**config.mk**
```make
export PLATFORM = sky130hd
export DESIGN_NAME = regfile_wb_arbiter_flat
export DESIGN_NICKNAME = d
export VERILOG_FILES = /design/src/rtl/regfile_wb_arbiter_if.sv /design/src/rtl/regfile_wb_arbiter.sv /design/src/flat_wrapper.sv
export SDC_FILE = /design/constraint.sdc
export NUM_CORES = 1
export LEC_CHECK = 0
export BUFFER_PORTS_ARGS = -buffer_cell sky130_fd_sc_hd__buf_2
export CAP_MARGIN = 40
export CORE_UTILIZATION = 40
export DETAILED_ROUTE_END_ITERATION = 8
export HOLD_SLACK_MARGIN = 0.06
export PLACE_DENSITY = 0.67
export REMOVE_ABC_BUFFERS = 1
export SLEW_MARGIN = 5
export SYNTH_ARGS = -nofsm -noshare
export SYNTH_HDL_FRONTEND = slang
export SYNTH_SLANG_ARGS = --single-unit
```
**constraint.sdc**
```tcl
create_clock -name clk -period 6.8 [get_ports clk]
set_clock_uncertainty 0.1 [all_clocks]
set_input_delay 0.68 -clock clk [delete_from_list [all_inputs] [get_ports clk]]
set_output_delay 0.68 -clock clk [all_outputs]
set_load 0.01 [all_outputs]
```
**src/rtl/regfile_wb_arbiter_if.sv**
```systemverilog
// regfile_wb_arbiter_if
//   Bundles the result, scoreboard, register-file write and forwarding
//   signals of the write-back arbiter.
//   slave  : arbiter view (takes results and sb_set, drives m_ready, sb_busy,
//            err_sb, wb_*, fwd_*)
//   master : environment view (pipeline, long-latency units, hazard unit,
//            register file)
interface regfile_wb_arbiter_if #(
  parameter int DATA_W = 32,
  parameter int ADDR_W = 5
);
  logic                   p_valid;
  logic [ADDR_W-1:0]      p_addr;
  logic [DATA_W-1:0]      p_data;
  logic                   m_valid;
  logic                   m_ready;
  logic [ADDR_W-1:0]      m_addr;
  logic [DATA_W-1:0]      m_data;
  logic                   sb_set;
  logic [ADDR_W-1:0]      sb_set_addr;
  logic [2**ADDR_W-1:0]   sb_busy;
  logic                   err_sb;
  logic                   wb_we;
  logic [ADDR_W-1:0]      wb_addr;
  logic [DATA_W-1:0]      wb_data;
  logic                   fwd_valid;
  logic [ADDR_W-1:0]      fwd_addr;
  logic [DATA_W-1:0]      fwd_data;

  modport slave (
    input  p_valid, p_addr, p_data,
    input  m_valid, m_addr, m_data,
    output m_ready,
    input  sb_set, sb_set_addr,
    output sb_busy, err_sb,
    output wb_we, wb_addr, wb_data,
    output fwd_valid, fwd_addr, fwd_data
  );

  modport master (
    output p_valid, p_addr, p_data,
    output m_valid, m_addr, m_data,
    input  m_ready,
    output sb_set, sb_set_addr,
    input  sb_busy, err_sb,
    input  wb_we, wb_addr, wb_data,
    input  fwd_valid, fwd_addr, fwd_data
  );
endinterface

```
**src/rtl/regfile_wb_arbiter.sv**
```systemverilog
// regfile_wb_arbiter
//   Write-side initiator for the register file's single write port. Main
//   pipeline results always win; long-latency results wait in a small FIFO
//   and drain when the pipe is idle. Keeps a pending-write scoreboard and a
//   sticky scoreboard error flag.
// Ports:
//   clk  - clock, rising edge
//   rst  - asynchronous, active-low reset
//   bus  - regfile_wb_arbiter_if.slave (results, scoreboard, wb_*, fwd_*)
// Configuration macro:
//   WB_FWD_EN - when defined, fwd_* are registered copies of wb_*;
//               otherwise fwd_* are tied to 0.
module regfile_wb_arbiter #(
  parameter int DATA_W     = 32,
  parameter int ADDR_W     = 5,
  parameter int FIFO_DEPTH = 2
) (
  input logic                  clk,
  input logic                  rst,
  regfile_wb_arbiter_if.slave  bus
);
  localparam int PTR_W = $clog2(FIFO_DEPTH);
  localparam int NREG  = 2**ADDR_W;
  localparam logic [PTR_W:0] FULL_CNT = (PTR_W+1)'(FIFO_DEPTH);

  // Long-latency result buffer
  logic [ADDR_W-1:0] r_fifo_addr [FIFO_DEPTH];
  logic [DATA_W-1:0] r_fifo_data [FIFO_DEPTH];
  logic [PTR_W-1:0]  r_wr_ptr;
  logic [PTR_W-1:0]  r_rd_ptr;
  logic [PTR_W:0]    r_count;

  logic              w_full;
  logic              w_empty;
  logic              w_push;
  logic              w_pop;
  logic [ADDR_W-1:0] w_head_addr;
  logic [DATA_W-1:0] w_head_data;

  // Write port and scoreboard state
  logic              r_wb_we;
  logic [ADDR_W-1:0] r_wb_addr;
  logic [DATA_W-1:0] r_wb_data;
  logic [NREG-1:0]   r_sb_busy;
  logic              r_err_sb;

  logic              w_we_next;
  logic [ADDR_W-1:0] w_addr_next;
  logic [DATA_W-1:0] w_data_next;
  logic [NREG-1:0]   w_set_vec;
  logic [NREG-1:0]   w_clr_vec;
  logic              w_clr_hit;
  logic              w_set_legal;
  logic              w_sb_err;

  assign w_full      = (r_count == FULL_CNT);
  assign w_empty     = (r_count == '0);
  assign w_push      = bus.m_valid && !w_full;
  // The FIFO only drains in cycles the main pipe leaves free.
  assign w_pop       = !bus.p_valid && !w_empty;
  assign w_head_addr = r_fifo_addr[r_rd_ptr];
  assign w_head_data = r_fifo_data[r_rd_ptr];

  assign bus.m_ready = !w_full;

  // Write select. Address 0 still occupies the slot and updates addr/data,
  // but never enables the write. Idle cycles hold addr/data.
  always_comb begin
    w_we_next   = 1'b0;
    w_addr_next = r_wb_addr;
    w_data_next = r_wb_data;
    if (bus.p_valid) begin
      w_we_next   = (bus.p_addr != '0);
      w_addr_next = bus.p_addr;
      w_data_next = bus.p_data;
    end else if (w_pop) begin
      w_we_next   = (w_head_addr != '0);
      w_addr_next = w_head_addr;
      w_data_next = w_head_data;
    end
  end

  // A register retiring from the FIFO this cycle may be re-issued in the
  // same cycle: that is a legal set (set wins), not a double issue.
  assign w_clr_hit   = w_pop && (w_head_addr == bus.sb_set_addr);
  assign w_set_legal = bus.sb_set && (bus.sb_set_addr != '0) &&
                       (!r_sb_busy[bus.sb_set_addr] || w_clr_hit);
  assign w_sb_err    = bus.sb_set && !w_set_legal;

  genvar gi;
  generate
    for (gi = 0; gi < NREG; gi++) begin : g_sb
      if (gi == 0) begin : g_r0
        assign w_set_vec[gi] = 1'b0;
        assign w_clr_vec[gi] = 1'b0;
      end else begin : g_rn
        assign w_set_vec[gi] = w_set_legal && (bus.sb_set_addr == ADDR_W'(gi));
        assign w_clr_vec[gi] = w_pop && (w_head_addr == ADDR_W'(gi));
      end
    end
  endgenerate

  // FIFO storage has no reset; validity is carried by the count.
  always_ff @(posedge clk) begin
    if (w_push) begin
      r_fifo_addr[r_wr_ptr] <= bus.m_addr;
      r_fifo_data[r_wr_ptr] <= bus.m_data;
    end
  end

  always_ff @(posedge clk or negedge rst) begin
    if (!rst) begin
      r_wr_ptr  <= '0;
      r_rd_ptr  <= '0;
      r_count   <= '0;
      r_wb_we   <= 1'b0;
      r_wb_addr <= '0;
      r_wb_data <= '0;
      r_sb_busy <= '0;
      r_err_sb  <= 1'b0;
    end else begin
      if (w_push) r_wr_ptr <= r_wr_ptr + PTR_W'(1);
      if (w_pop)  r_rd_ptr <= r_rd_ptr + PTR_W'(1);
      case ({w_push, w_pop})
        2'b10:   r_count <= r_count + (PTR_W+1)'(1);
        2'b01:   r_count <= r_count - (PTR_W+1)'(1);
        default: r_count <= r_count;
      endcase
      r_wb_we   <= w_we_next;
      r_wb_addr <= w_addr_next;
      r_wb_data <= w_data_next;
      r_sb_busy <= (r_sb_busy & ~w_clr_vec) | w_set_vec;
      r_err_sb  <= r_err_sb | w_sb_err;
    end
  end

  assign bus.wb_we   = r_wb_we;
  assign bus.wb_addr = r_wb_addr;
  assign bus.wb_data = r_wb_data;
  assign bus.sb_busy = r_sb_busy;
  assign bus.err_sb  = r_err_sb;

`ifdef WB_FWD_EN
  logic              r_fwd_valid;
  logic [ADDR_W-1:0] r_fwd_addr;
  logic [DATA_W-1:0] r_fwd_data;

  // Loaded from the same next-state as wb_*, so it mirrors the write that
  // the register file is capturing this cycle.
  always_ff @(posedge clk or negedge rst) begin
    if (!rst) begin
      r_fwd_valid <= 1'b0;
      r_fwd_addr  <= '0;
      r_fwd_data  <= '0;
    end else begin
      r_fwd_valid <= w_we_next;
      r_fwd_addr  <= w_addr_next;
      r_fwd_data  <= w_data_next;
    end
  end

  assign bus.fwd_valid = r_fwd_valid;
  assign bus.fwd_addr  = r_fwd_addr;
  assign bus.fwd_data  = r_fwd_data;
`else
  assign bus.fwd_valid = 1'b0;
  assign bus.fwd_addr  = '0;
  assign bus.fwd_data  = '0;
`endif

endmodule

```
**src/flat_wrapper.sv**
```systemverilog
// flat-port wrapper written by rule: the top's interface ports become plain ports
module regfile_wb_arbiter_flat 
#(
  parameter int DATA_W     = 32,
  parameter int ADDR_W     = 5,
  parameter int FIFO_DEPTH = 2
)
  (clk, rst, bus_p_valid, bus_p_addr, bus_p_data, bus_m_valid, bus_m_addr, bus_m_data, bus_m_ready, bus_sb_set, bus_sb_set_addr, bus_sb_busy, bus_err_sb, bus_wb_we, bus_wb_addr, bus_wb_data, bus_fwd_valid, bus_fwd_addr, bus_fwd_data);
  regfile_wb_arbiter_if #(.DATA_W(DATA_W), .ADDR_W(ADDR_W)) bus_i ();
  input logic clk;
  input logic rst;
  input wire logic [$bits(bus_i.p_valid)-1:0] bus_p_valid;
  input wire logic [$bits(bus_i.p_addr)-1:0] bus_p_addr;
  input wire logic [$bits(bus_i.p_data)-1:0] bus_p_data;
  input wire logic [$bits(bus_i.m_valid)-1:0] bus_m_valid;
  input wire logic [$bits(bus_i.m_addr)-1:0] bus_m_addr;
  input wire logic [$bits(bus_i.m_data)-1:0] bus_m_data;
  output wire logic [$bits(bus_i.m_ready)-1:0] bus_m_ready;
  input wire logic [$bits(bus_i.sb_set)-1:0] bus_sb_set;
  input wire logic [$bits(bus_i.sb_set_addr)-1:0] bus_sb_set_addr;
  output wire logic [$bits(bus_i.sb_busy)-1:0] bus_sb_busy;
  output wire logic [$bits(bus_i.err_sb)-1:0] bus_err_sb;
  output wire logic [$bits(bus_i.wb_we)-1:0] bus_wb_we;
  output wire logic [$bits(bus_i.wb_addr)-1:0] bus_wb_addr;
  output wire logic [$bits(bus_i.wb_data)-1:0] bus_wb_data;
  output wire logic [$bits(bus_i.fwd_valid)-1:0] bus_fwd_valid;
  output wire logic [$bits(bus_i.fwd_addr)-1:0] bus_fwd_addr;
  output wire logic [$bits(bus_i.fwd_data)-1:0] bus_fwd_data;
  assign bus_i.p_valid = bus_p_valid;
  assign bus_i.p_addr = bus_p_addr;
  assign bus_i.p_data = bus_p_data;
  assign bus_i.m_valid = bus_m_valid;
  assign bus_i.m_addr = bus_m_addr;
  assign bus_i.m_data = bus_m_data;
  assign bus_m_ready = bus_i.m_ready;
  assign bus_i.sb_set = bus_sb_set;
  assign bus_i.sb_set_addr = bus_sb_set_addr;
  assign bus_sb_busy = bus_i.sb_busy;
  assign bus_err_sb = bus_i.err_sb;
  assign bus_wb_we = bus_i.wb_we;
  assign bus_wb_addr = bus_i.wb_addr;
  assign bus_wb_data = bus_i.wb_data;
  assign bus_fwd_valid = bus_i.fwd_valid;
  assign bus_fwd_addr = bus_i.fwd_addr;
  assign bus_fwd_data = bus_i.fwd_data;
  regfile_wb_arbiter #(.DATA_W(DATA_W), .ADDR_W(ADDR_W), .FIFO_DEPTH(FIFO_DEPTH)) u_core (.clk(clk), .rst(rst), .bus(bus_i));
endmodule
```
==> results of run 1 <==
[flip-flops by register name, summed over array words and instances, names as in the netlist]
register and flops:
u_core.bus.wb_data 32, u_core.r_fifo_data 64, u_core.bus.wb_we 1, u_core.r_count 2
u_core.r_wr_ptr 1, u_core.bus.wb_addr 5, u_core.r_rd_ptr 1, u_core.bus.sb_busy 31
u_core.r_fifo_addr 10, u_core.bus.err_sb 1
[what timing repair did]
action	4_1_cts	5_1_grt
endpoints found under the hold margin	11	0
hold buffers	1	0
setup endpoints to repair	0	0
setup buffers	0	0
resized for setup	0	0
[cells in the mapped netlist, drive strengths merged (3+ instances only)]
cell type   n  area share (%)
a21oi      32             2.4
buf        52             5.7
clkbuf     20             1.1
dfrtp      74              28
edfxtp     74              33
inv         3            0.17
mux2        5            0.85
mux2i      37             5.6
mux4        6             2.0
nand2      58             3.3
nand2b      5            0.47
nand3       6            0.45
nor2       41             2.3
nor2b       3            0.28
o21ai      75             5.6
o31ai      27             3.0
o41ai       4            0.53
or3         3            0.28
xnor2       8             1.1
[cell families (layout without fill, tap and decap cells)]
group | Yosys count | count (layout) | share of synthesized area, %
AOI/OAI and AO/OA | 146 | 146 | 12.9
adders and majority gates | 1 | 1 | 0.188
DFF | 148 | 148 | 61.2
and+or+nand+nor | 131 | 131 | 8.80
other | 1 | 41 | 0.0564
xor gates and xnor gates | 10 | 10 | 1.32
muxes | 48 | 48 | 8.50
buffers and inverters | 75 | 197 | 7.00
[cell type report]
type / count / area, sq um / area share (%)
inverter: 3 / 11.3 / 0.139
antenna: 2 / 5.00 / 0.0616
clock buffer: 23 / 522 / 6.42
timing repair buffer: 162 / 881 / 10.8
multi-input combinational: 375 / 2270 / 28.0
tap: 216 / 270 / 3.33
clock inverter: 9 / 88.8 / 1.09
sequential: 148 / 4080 / 50.2
[critical path, delay by kind of cell (launching register included)]
kind             cells  cell delay (ns)
AO/OA/AOI/OAI        2             0.99
multiplexers         1             0.63
flip-flops           1             0.56
XOR/XNOR             1             0.24
AND/OR/NAND/NOR      1             0.07
[metal layers]
metal / vias to the layer above / wire length [microns]
met5: - / 27
met4: 4 / 143
met3: 17 / 1240
met2: 235 / 7510
met1: 2341 / 6780
li1: 2250 / -
[worst max path at each step]
| stage | to | slack (ns) | depth (start not counted) |
|---|---|---|---|
| final | u_core.bus.sb_busy[16]$_DFF_PN0_ | 4.06 | 5 |
| after global routing | u_core.bus.sb_busy[27]$_DFF_PN0_ | 3.95 | 5 |
| after CTS | u_core.bus.sb_busy[16]$_DFF_PN0_ | 4.09 | 5 |
| after detailed placement | u_core.bus.sb_busy[16]$_DFF_PN0_ | 3.77 | 6 |
| after global placement | u_core.bus.sb_busy[5]$_DFF_PN0_ | 3.79 | 6 |
| after floorplan | u_core.bus.sb_busy[10]$_DFF_PN0_ | 2.77 | 4 |
[report_power, final]
part           internal [mW]  switching [mW]  leakage, nW
clock network          0.580           0.363        0.291
registers               1.23           0.177         1.60
logic                  0.450           0.675         1.61
total                   2.26            1.22         3.50
==> results by group, run 1 <==
Run status
  • Outcome: finished clean

Finish
  • Area growth, synth to finish: 22.1%
  • Post-Layout Inst Area: 8130 sq um
  • Commonest non-fill, non-tap cell in the layout: buf_2
  • Commonest cells after routing, fill and taps aside: buf_2 (153), o21ai_0 (75), edfxtp_1 (74), dfrtp_1 (73), nand2_1 (58)
  • Non-Filler Instances: 938
  • Fillers: around 1400
  • NumNets Final: between 700 and 800
  • Share of cells above drive strength 1: 29.3%
  • Fin util: 50.6%

Logic synthesis
  • Flops & latches, synth: roughly 150
  • Asr flop ratio synth: 50.0%
  • Yosys Warn Count: 0
  • Post-Synthesis Cells: 560
  • Synth Flop Type: edfxtp_1
  • Syn Area/Cell: ~12 sq um
  • Cell area after synthesis: about 6700 sq um
  • Seq/Total Area, Yosys: just over 60%
  • Yosys cell types: between 40 and 50
  • Post-synth EDFFs: 74

Placement
  • Post-DP Area: about 7500 sq um
  • Post-Place Setup Slack: 3.77 ns
  • PortBufs: 154
  • DP Cell Count: between 900 and 1000
  • Final GP Congestion: about 0.91
  • Detailed placement HPWL: ~11 mm

Clock network
  • Worst-skew pair later-pin latency: 0.42 ns
  • H-tree lvl count: 4
  • CTS tree: yes
  • Clock slew at reported path FFs: 0.06 ns
  • CTS buffer count: 17
  • Longest Clk Path Bufs: 2
  • Root buffer cell: clkbuf_16
  • Clock net sink count: approximately 150

Timing
  • Sum Neg Setup Slack: 0 ns
  • Max_slew headroom: around two fifths
  • Final period util: between 40% and 50%
  • Max Freq: about 360 MHz
  • Final hold violation count: 0
  • Final worst setup slack: between 4 and 5 ns
  • Worst hold slack: between 0.3 and 0.4 ns
  • Final setup fails: 0
  • Worst-Margin Slew: 0.883 ns
  • Minimum clock period: 2.74 ns
  • Unrepaired setup endpoints after global routing: false
  • Max-slew violation count: 0

Detailed routing
  • # DRC: 0
  • Via count: 4847
  • Post-DRT Antenna Nets: 0
  • Final wirelength: 15.7 mm
  • Initial drt markers: about 250
  • Vias per cell: 5.17
  • DRT Pass-1 Iters: 4
  • Routed WL per cell: between 15 and 20 microns

Global routing
  • First-pass GRT wire length: ~24 mm
  • Met1 usage: between 20% and 30%
  • Vias in the first global route: approximately 4700
  • Global routing usage on met3: 7.08%
  • Grt total ovfl: 0
  • Grt met2 use: about a third
  • Largest net degree at the start of global routing: 79
  • Initial antenna violation count: 3
  • GRT Util Overall: around a fifth
  • GRT busiest layer: met2

Floorplanning
  • Die Span Y: 131 microns
  • # IOs: a little under 200
  • Initial core utilization: roughly two fifths
  • FP Rows: 46
  • Chip width: ~130 microns
  • Core box area: 16100 sq um
  • Die area: ~17000 sq um

Pwr
  • LEAKAGE: roughly 3.5 nW
  • Total chip power: ~3.5 mW
  • Max VDD drop: 0.194 mV
  • Pwr Density: 428 nW/um^2

Critical path
  • Reg2reg start: u_core.r_rd_ptr$_DFFE_PN0P_
  • Worst setup SP type: flip-flop
  • Path depth of the worst reg2reg path: 5
  • Critical-path cell list: mux2i_1, xnor2_1, nor4_4, a311oi_4, o21ai_0
  • R2r endpoint: u_core.bus.sb_busy[16]$_DFF_PN0_
  • CP endpoint kind: flip-flop
  • Worst Path Max Fanout: 19
  • Critical path data required time: 6.97 ns
  • Crit path launch: u_core.r_rd_ptr$_DFFE_PN0P_
  • Slowest stage delay, CP: roughly 0.8 ns
  • Crit Path Category: flip-flop to flip-flop
  • CP max-delay cell: a311oi_4
  • Crit path arrival time: 2.91 ns
  • Reg-to-reg setup timing slack: 4.06 ns

Hold path
  • Min-Delay Endpoint: u_core.r_fifo_data[1][1]$_DFFE_PP_
  • Hold crit path type: primary input to flip-flop
  • Hold depth: 1
  • Hold Startpoint: bus_m_data[1]

Flow run
  • Max_cap viols: 0
(Power assumes the default switching activity.)
==> inputs of run 2 (changes only) <==
==> constraint.sdc (replaced) <==
create_clock -name clk -period 2.6 [get_ports clk]
set_clock_uncertainty 0.1 [all_clocks]
set_input_delay 0.26 -clock clk [delete_from_list [all_inputs] [get_ports clk]]
set_output_delay 0.26 -clock clk [all_outputs]
set_load 0.01 [all_outputs]
==> run 2 against run 1 <==
Net effect:
- critical path depth unchanged
- total power increased to 2.7 times the previous value
- cell count increased by 8.5%
- utilization increased by 4.8 points
- worst hold slack got worse by 0.26 ns
- non-clock buffer count increased by 82
- combinational power increased to 2.8 times the previous value
- flip-flop and latch count unchanged
- sequential power increased to 2.6 times the previous value
- highest routed layer unchanged
- critical endpoint is now u_core.bus.sb_busy[24]$_DFF_PN0_
==> results by group, run 2 (synthesized netlist as in run 1, its figures left out) <==
Finish
  • Share of cells above drive strength 1: 26.8% (-2.5 points)
  • Fin util: 55.4% (+4.8 points)
  • Commonest cells after routing, fill and taps aside: buf_2 (153), o21ai_0 (75), dlygate4sd3_1 (75), edfxtp_1 (74), dfrtp_1 (73)
  • NumNets Final: 874 (+10%)
  • Multi-input gate area: 2270 sq um (unchanged)
  • Fillers: 1371 (-4.7%)
  • Commonest non-fill, non-tap cell in the layout: buf_2
  • Non-Filler Instances: 1018 (+8.5%)
  • Antenna diodes: 0 (-2)
  • Max FFs per register: 64 (unchanged)
  • Most flops, register: u_core.r_fifo_data
  • Reg area: 4080 sq um (unchanged)
  • Area growth, synth to finish: 33.8%

Critical path
  • Path depth of the worst reg2reg path: 5 (unchanged)
  • Top delay family on crit path: compound AO/OA/AOI/OAI gates
  • Reg2reg start: u_core.r_rd_ptr$_DFFE_PN0P_
  • Critical-path cell list: mux2i_1, xnor2_1, nor4_4, a311oi_4, o31ai_1
  • CP max-delay cell: a311oi_4
  • Levels on crit path: 5 (unchanged)
  • Slowest stage delay, CP: 0.73 ns (-0.05 ns)
  • Crit path arrival time: 2.52 ns (-0.39 ns)
  • Bufs and invs on worst path: 0 (unchanged)
  • Crit Path Category: flip-flop to flip-flop
  • Critical path data required time: 2.75 ns (-4.22 ns)
  • CP endpoint kind: flip-flop
  • Worst setup SP type: flip-flop
  • Reg-to-reg setup timing slack: 0.23 ns (-3.83 ns)
  • Worst Path Max Fanout: 19 (unchanged)
  • R2r endpoint: u_core.bus.sb_busy[24]$_DFF_PN0_

Global routing
  • Initial antenna violation count: 1 (-2)
  • Largest net degree at the start of global routing: 66 (-16%)
  • Vias in the first global route: 5272 (+13%)
  • GRT Util Overall: 20.8% (+1.7 points)
  • First-pass GRT wire length: 26.6 mm (+11%)
  • Grt total ovfl: 0 (unchanged)

Detailed routing
  • # DRC: 0 (unchanged)
  • Final wirelength: 16.8 mm (+6.6%)
  • Post-DRT Antenna Nets: 0 (unchanged)
  • DRT Pass-1 Iters: 4 (unchanged)
  • Routed WL per cell: 16.5 microns (-1.7%)
  • Initial drt markers: 299 (+18%)
  • Via count: 5146 (+6.2%)
  • Vias per cell: 5.06 (-2.2%)

Clock network
  • Longest Clk Path Bufs: 2 (unchanged)
  • Post-CTS Resized: 0 (unchanged)
  • H-tree lvl count: 4 (unchanged)
  • CTS tree: yes
  • Root buffer cell: clkbuf_16
  • Clock slew at reported path FFs: 0.06 ns (about the same)
  • Setup bufs post-CTS: 0 (unchanged)
  • Worst-skew pair later-pin latency: 0.41 ns (about the same)
  • CTS buffer count: 17 (unchanged)
  • Clock net sink count: 148 (unchanged)

Timing
  • Final setup fails: 0 (unchanged)
  • Worst-Margin Slew: 0.815 ns (-0.0680 ns)
  • Final hold violation count: 0 (unchanged)
  • Final period util: 91.2% (+51 points)
  • Max_slew headroom: 45.7% (+4.5 points)
  • Max-slew violation count: 0 (unchanged)
  • Minimum clock period: 2.37 ns (-0.373 ns)
  • Unrepaired setup endpoints after global routing: false
  • Max Freq: 422 MHz (+16%)

Floorplanning
  • Die area: 17200 sq um (unchanged)
  • Initial core utilization: 41.4% (unchanged)
  • # IOs: 194 (unchanged)
  • Core box area: 16100 sq um (unchanged)
  • Chip width: 131 microns (unchanged)
  • Die Span Y: 131 microns (unchanged)
  • FP Rows: 46 (unchanged)

Placement
  • PortBufs: 154 (unchanged)
  • DP Cell Count: 911 (+0.89%)
  • Detailed placement HPWL: 11.0 mm (+0.16%)
  • Final GP Congestion: 0.891 (-1.9%)

Pwr
  • Max VDD drop: 0.545 mV (+180%)
  • Pwr Density: 1040 nW/um^2 (+140%)
  • LEAKAGE: 3.84 nW (+9.9%)

Flow run
  • Max_cap viols: 0 (unchanged)

Hold path
  • Hold Startpoint: bus_sb_set
  • Hold depth: 3 (+2)
  • Min-Delay Endpoint: u_core.bus.sb_busy[16]$_DFF_PN0_
  • Hold crit path type: primary input to flip-flop

Run status
  • Outcome: finished clean
==> run 2: changes by cell type in the layout (fill, tap and decap cells not counted) <==
cell	delta
buf_4	+9
dlygate4sd3_1	+74
bufinv_16	+3
buf_16	-1
clkbuf_16	-3
inv_6	-1
diode_2	-2
clkinv_1	+2
clkbuf_1	+2
clkinvlp_4	-3
==> run 2: tightest hold or removal path, delay by kind of cell <==
family	cells	cell delay [ns]
buffers and inverters	1	0.14
AO/OA/AOI/OAI	1	0.07
AND/OR/NAND/NOR	1	0.09
==> run 2: where the power goes <==
group / leakage [nW] / switching [mW] / internal [mW]
combinational: 1.95 / 1.80 / 1.29
sequential: 1.60 / 0.449 / 3.23
clock: 0.297 / 0.897 / 1.62
total: 3.84 / 3.15 / 6.14
==> run 2: how the worst max path moves through the flow <==
| stage | startpoint | slack [ns] | endpoint |
|---|---|---|---|
| 2_1_floorplan | u_core.r_count[0]$_DFFE_PN0P_ | -1.43 | u_core.bus.sb_busy[10]$_DFF_PN0_ |
| 3_3_place_gp | bus_sb_set_addr[0] | 0.06 | u_core.bus.sb_busy[7]$_DFF_PN0_ |
| 3_5_place_dp | bus_sb_set_addr[0] | 0.15 | u_core.bus.sb_busy[19]$_DFF_PN0_ |
| 4_1_cts | u_core.r_rd_ptr$_DFFE_PN0P_ | 0.22 | u_core.bus.sb_busy[19]$_DFF_PN0_ |
| 5_1_grt | u_core.r_rd_ptr$_DFFE_PN0P_ | 0.02 | u_core.bus.sb_busy[16]$_DFF_PN0_ |
| 6_report | u_core.r_rd_ptr$_DFFE_PN0P_ | 0.23 | u_core.bus.sb_busy[24]$_DFF_PN0_ |
==> run 2: cell type report <==
cell class | instances | area share (%)
tap | 216 | 3.04
sequential | 148 | 45.8
clock buffer | 22 | 5.10
multi-input combinational | 375 | 25.5
clock inverter | 10 | 1.74
timing repair buffer | 244 | 18.7
inverter | 3 | 0.127
==> run 2: metal layers <==
metal | global-route usage [%] | vias to the layer above | wire, microns
met2 | 35.6 | 239 | 8260
met1 | 24.9 | 2471 | 7010
met3 | 5.37 | 28 | 1120
met4 | 8.32 | 2 | 354
li1 | - | 2406 | -
met5 | 0 | - | 13
==> run 2: what timing repair did <==
item | 4_1_cts | 5_1_grt
hold endpoints to repair | 144 | 0
setup endpoints to repair | 0 | 0
hold buffers | 75 | 0
==> run 2: per-stage QoR <==
stage | worst slack, ns | cell area (sq um) | total power, mW | hold WS [ns] | TNS (ns)
floorplan | -1.43 | 6340 | 5.47 | -0.136 | -71.25
global placement | 0.0565 | 7530 | 6.63 | 0.151 | 0
detailed placement | 0.146 | 7540 | 6.73 | 0.157 | 0
CTS | 0.222 | 8900 | 9.35 | 0.0606 | 0
global route | 0.0227 | 8900 | 9.87 | 0.104 | 0
finish | 0.229 | 8900 | 9.29 | 0.0856 | 0
==> inputs of run 3 (changes only) <==
--- a/config.mk
+++ b/config.mk
@@ -9,7 +9,8 @@
 export CAP_MARGIN = 40
 export CORE_UTILIZATION = 40
 export DETAILED_ROUTE_END_ITERATION = 8
-export HOLD_SLACK_MARGIN = 0.06
+export HOLD_SLACK_MARGIN = 0.12
+export MAX_ROUTING_LAYER = met4
 export PLACE_DENSITY = 0.67
 export REMOVE_ABC_BUFFERS = 1
 export SLEW_MARGIN = 5
==> run 3 against run 2 <==
Net effect:
- clock power is 5% lower
- total power fell by 1.1%
- cell area is essentially flat
- sequential share of layout area about the same
- critical endpoint is now u_core.bus.err_sb$_DFF_PN0_
- largest power group unchanged
==> results by group, run 3 (synthesized netlist as in run 1, its figures left out) <==
Floorplanning
  • Chip width: 131 microns (unchanged)
  • Initial core utilization: 41.4% (unchanged)
  • Die area: 17200 sq um (unchanged)
  • Die Span Y: 131 microns (unchanged)
  • FP Rows: 46 (unchanged)
  • # IOs: 194 (unchanged)
  • Core box area: 16100 sq um (unchanged)

Detailed routing
  • Vias per cell: 5.14 (+1.6%)
  • Post-DRT Antenna Nets: 0 (unchanged)
  • Initial drt markers: 310 (+3.7%)
  • Via count: 5243 (+1.9%)
  • # DRC: 0 (unchanged)
  • DRT Pass-1 Iters: 4 (unchanged)
  • Final wirelength: 16.7 mm (about the same)
  • Routed WL per cell: 16.4 microns (-0.34%)

Placement
  • DP Cell Count: 911 (unchanged)
  • Detailed placement HPWL: 11.1 mm (+0.66%)
  • Post-DP Area: 7540 sq um (unchanged)
  • Post-Place Setup Slack: 0.102 ns (-0.0442 ns)
  • Final GP Congestion: 0.926 (+3.9%)
  • PortBufs: 154 (unchanged)

Finish
  • Post-Layout Inst Area: 8890 sq um (about the same)
  • Area growth, synth to finish: 33.7% (about the same)
  • NumNets Final: 876 (+0.23%)
  • Max FFs per register: 64 (unchanged)
  • Commonest cells after routing, fill and taps aside: buf_2 (153), dlygate4sd3_1 (77), o21ai_0 (75), edfxtp_1 (74), dfrtp_1 (73)
  • Most flops, register: u_core.r_fifo_data
  • Share of cells above drive strength 1: 27.2% (+0.43 points)
  • Non-Filler Instances: 1021 (+0.29%)
  • Commonest non-fill, non-tap cell in the layout: buf_2
  • Fin util: 55.4% (about the same)

Pwr
  • Total chip power: 9.19 mW (-1.1%)
  • Max VDD drop: 0.541 mV (-0.68%)
  • LEAKAGE: 3.82 nW (-0.71%)
  • Pwr Density: 1030 nW/um^2 (-1.0%)

Critical path
  • Worst Path Max Fanout: 10 (-9)
  • Crit Path Category: flip-flop to flip-flop
  • Reg2reg start: u_core.r_rd_ptr$_DFFE_PN0P_
  • CP endpoint kind: flip-flop
  • Path depth of the worst reg2reg path: 6 (+1)
  • Top delay family on crit path: compound AO/OA/AOI/OAI gates
  • Critical path data required time: 2.80 ns (+0.05 ns)
  • Bufs and invs on worst path: 1 (+1)
  • R2r endpoint: u_core.bus.err_sb$_DFF_PN0_
  • Levels on crit path: 6 (+1)
  • Crit path launch: u_core.r_rd_ptr$_DFFE_PN0P_
  • Critical-path cell list: mux2i_1, xnor2_1, nor4_4, a31oi_1, buf_4, a211o_1
  • CP max-delay cell: dfrtp_2
  • Crit path arrival time: 2.53 ns (about the same)
  • Slowest stage delay, CP: 0.50 ns (-0.23 ns)
  • Reg-to-reg setup timing slack: 0.26 ns (+0.03 ns)
  • Worst setup endpoint: u_core.bus.err_sb$_DFF_PN0_
  • Worst setup SP type: flip-flop

Run status
  • Outcome: finished clean

Global routing
  • Vias in the first global route: 5221 (-0.97%)
  • Largest net degree at the start of global routing: 66 (unchanged)
  • GRT Util Overall: 21.1% (+0.30 points)
  • Grt total ovfl: 0 (unchanged)
  • First-pass GRT wire length: 26.2 mm (-1.4%)
  • Initial antenna violation count: 1 (unchanged)

Hold path
  • Hold crit path type: primary input to flip-flop

Clock network
  • Setup bufs post-CTS: 0 (unchanged)
  • Clock net sink count: 148 (unchanged)
  • CTS tree: yes
  • Post-CTS Resized: 0 (unchanged)
  • Longest Clk Path Bufs: 2 (unchanged)
  • CTS buffer count: 17 (unchanged)
  • H-tree lvl count: 4 (unchanged)
  • Clock slew at reported path FFs: 0.06 ns (about the same)
  • Worst-skew pair later-pin latency: 0.42 ns (about the same)
  • Root buffer cell: clkbuf_16

Timing
  • Final period util: 89.9% (-1.3 points)
  • Final worst setup slack: 0.261 ns (+0.0327 ns)
  • Max Freq: 428 MHz (+1.4%)
  • Max-slew violation count: 0 (unchanged)
  • Worst hold slack: 0.143 ns (+0.0577 ns)
  • Unrepaired setup endpoints after global routing: false
  • Final hold violation count: 0 (unchanged)
  • Final setup fails: 0 (unchanged)
  • Max_slew headroom: 43.1% (-2.6 points)
  • Worst-Margin Slew: 0.854 ns (+0.0390 ns)
  • Sum Neg Setup Slack: 0 ns (unchanged)
  • Minimum clock period: 2.34 ns (-0.0327 ns)

Flow run
  • Max_cap viols: 0 (unchanged)
[run 3: cell count changes in the layout (fill, tap and decap cells not counted)]
cell	before	now
clkinv_4	2	1
diode_2	0	1
clkbuf_8	1	0
bufinv_16	4	2
clkinv_2	2	0
clkinvlp_4	0	6
clkbuf_1	4	0
inv_6	0	4
dlygate4sd3_1	75	77
[run 3: routing by layer]
metal	share of wire [%]	track usage, %
met5	0	-
met4	2.3	8.38
met3	6.4	4.64
met2	50	35.0
met1	42	24.9
[run 3: worst min-delay path, delay by kind of cell]
kind,cells,cell delay (ns)
buffers and inverters,1,0.18
AND/OR/NAND/NOR,1,0.11
AO/OA/AOI/OAI,1,0.07
[run 3: repair_timing]
action	CTS	global route
hold buffers	77	0
endpoints found under the setup margin	0	0
hold endpoints to repair	166	0
[run 3: layout make-up]
type | count | area (sq um)
antenna | 1 | 2.50
inverter | 3 | 11.3
clock buffer | 17 | 425
sequential | 148 | 4080
tap | 216 | 270
clock inverter | 15 | 156
timing repair buffer | 246 | 1680
fill | 1354 | 7160
multi-input combinational | 375 | 2270
[run 3: worst min-delay path by stage]
stage                       startpoint                               end  cells past startpoint
floorplan                          rst       u_core.bus.err_sb$_DFF_PN0_                      0
global placement                   rst  u_core.bus.sb_busy[17]$_DFF_PN0_                      1
detailed placement                 rst  u_core.bus.sb_busy[25]$_DFF_PN0_                      1
CTS                 bus_sb_set_addr[4]  u_core.bus.sb_busy[24]$_DFF_PN0_                      3
global route               bus_m_valid       u_core.r_wr_ptr$_DFFE_PN0P_                      3
finish              bus_sb_set_addr[4]  u_core.bus.sb_busy[24]$_DFF_PN0_                      3
[run 3: power by group]
| part | internal [mW] | switching, mW | leakage [nW] | total, mW |
|---|---|---|---|---|
| combinational | 1.29 | 1.82 | 1.96 | 3.11 |
| clock | 1.42 | 0.984 | 0.264 | 2.40 |
| sequential | 3.23 | 0.452 | 1.60 | 3.68 |
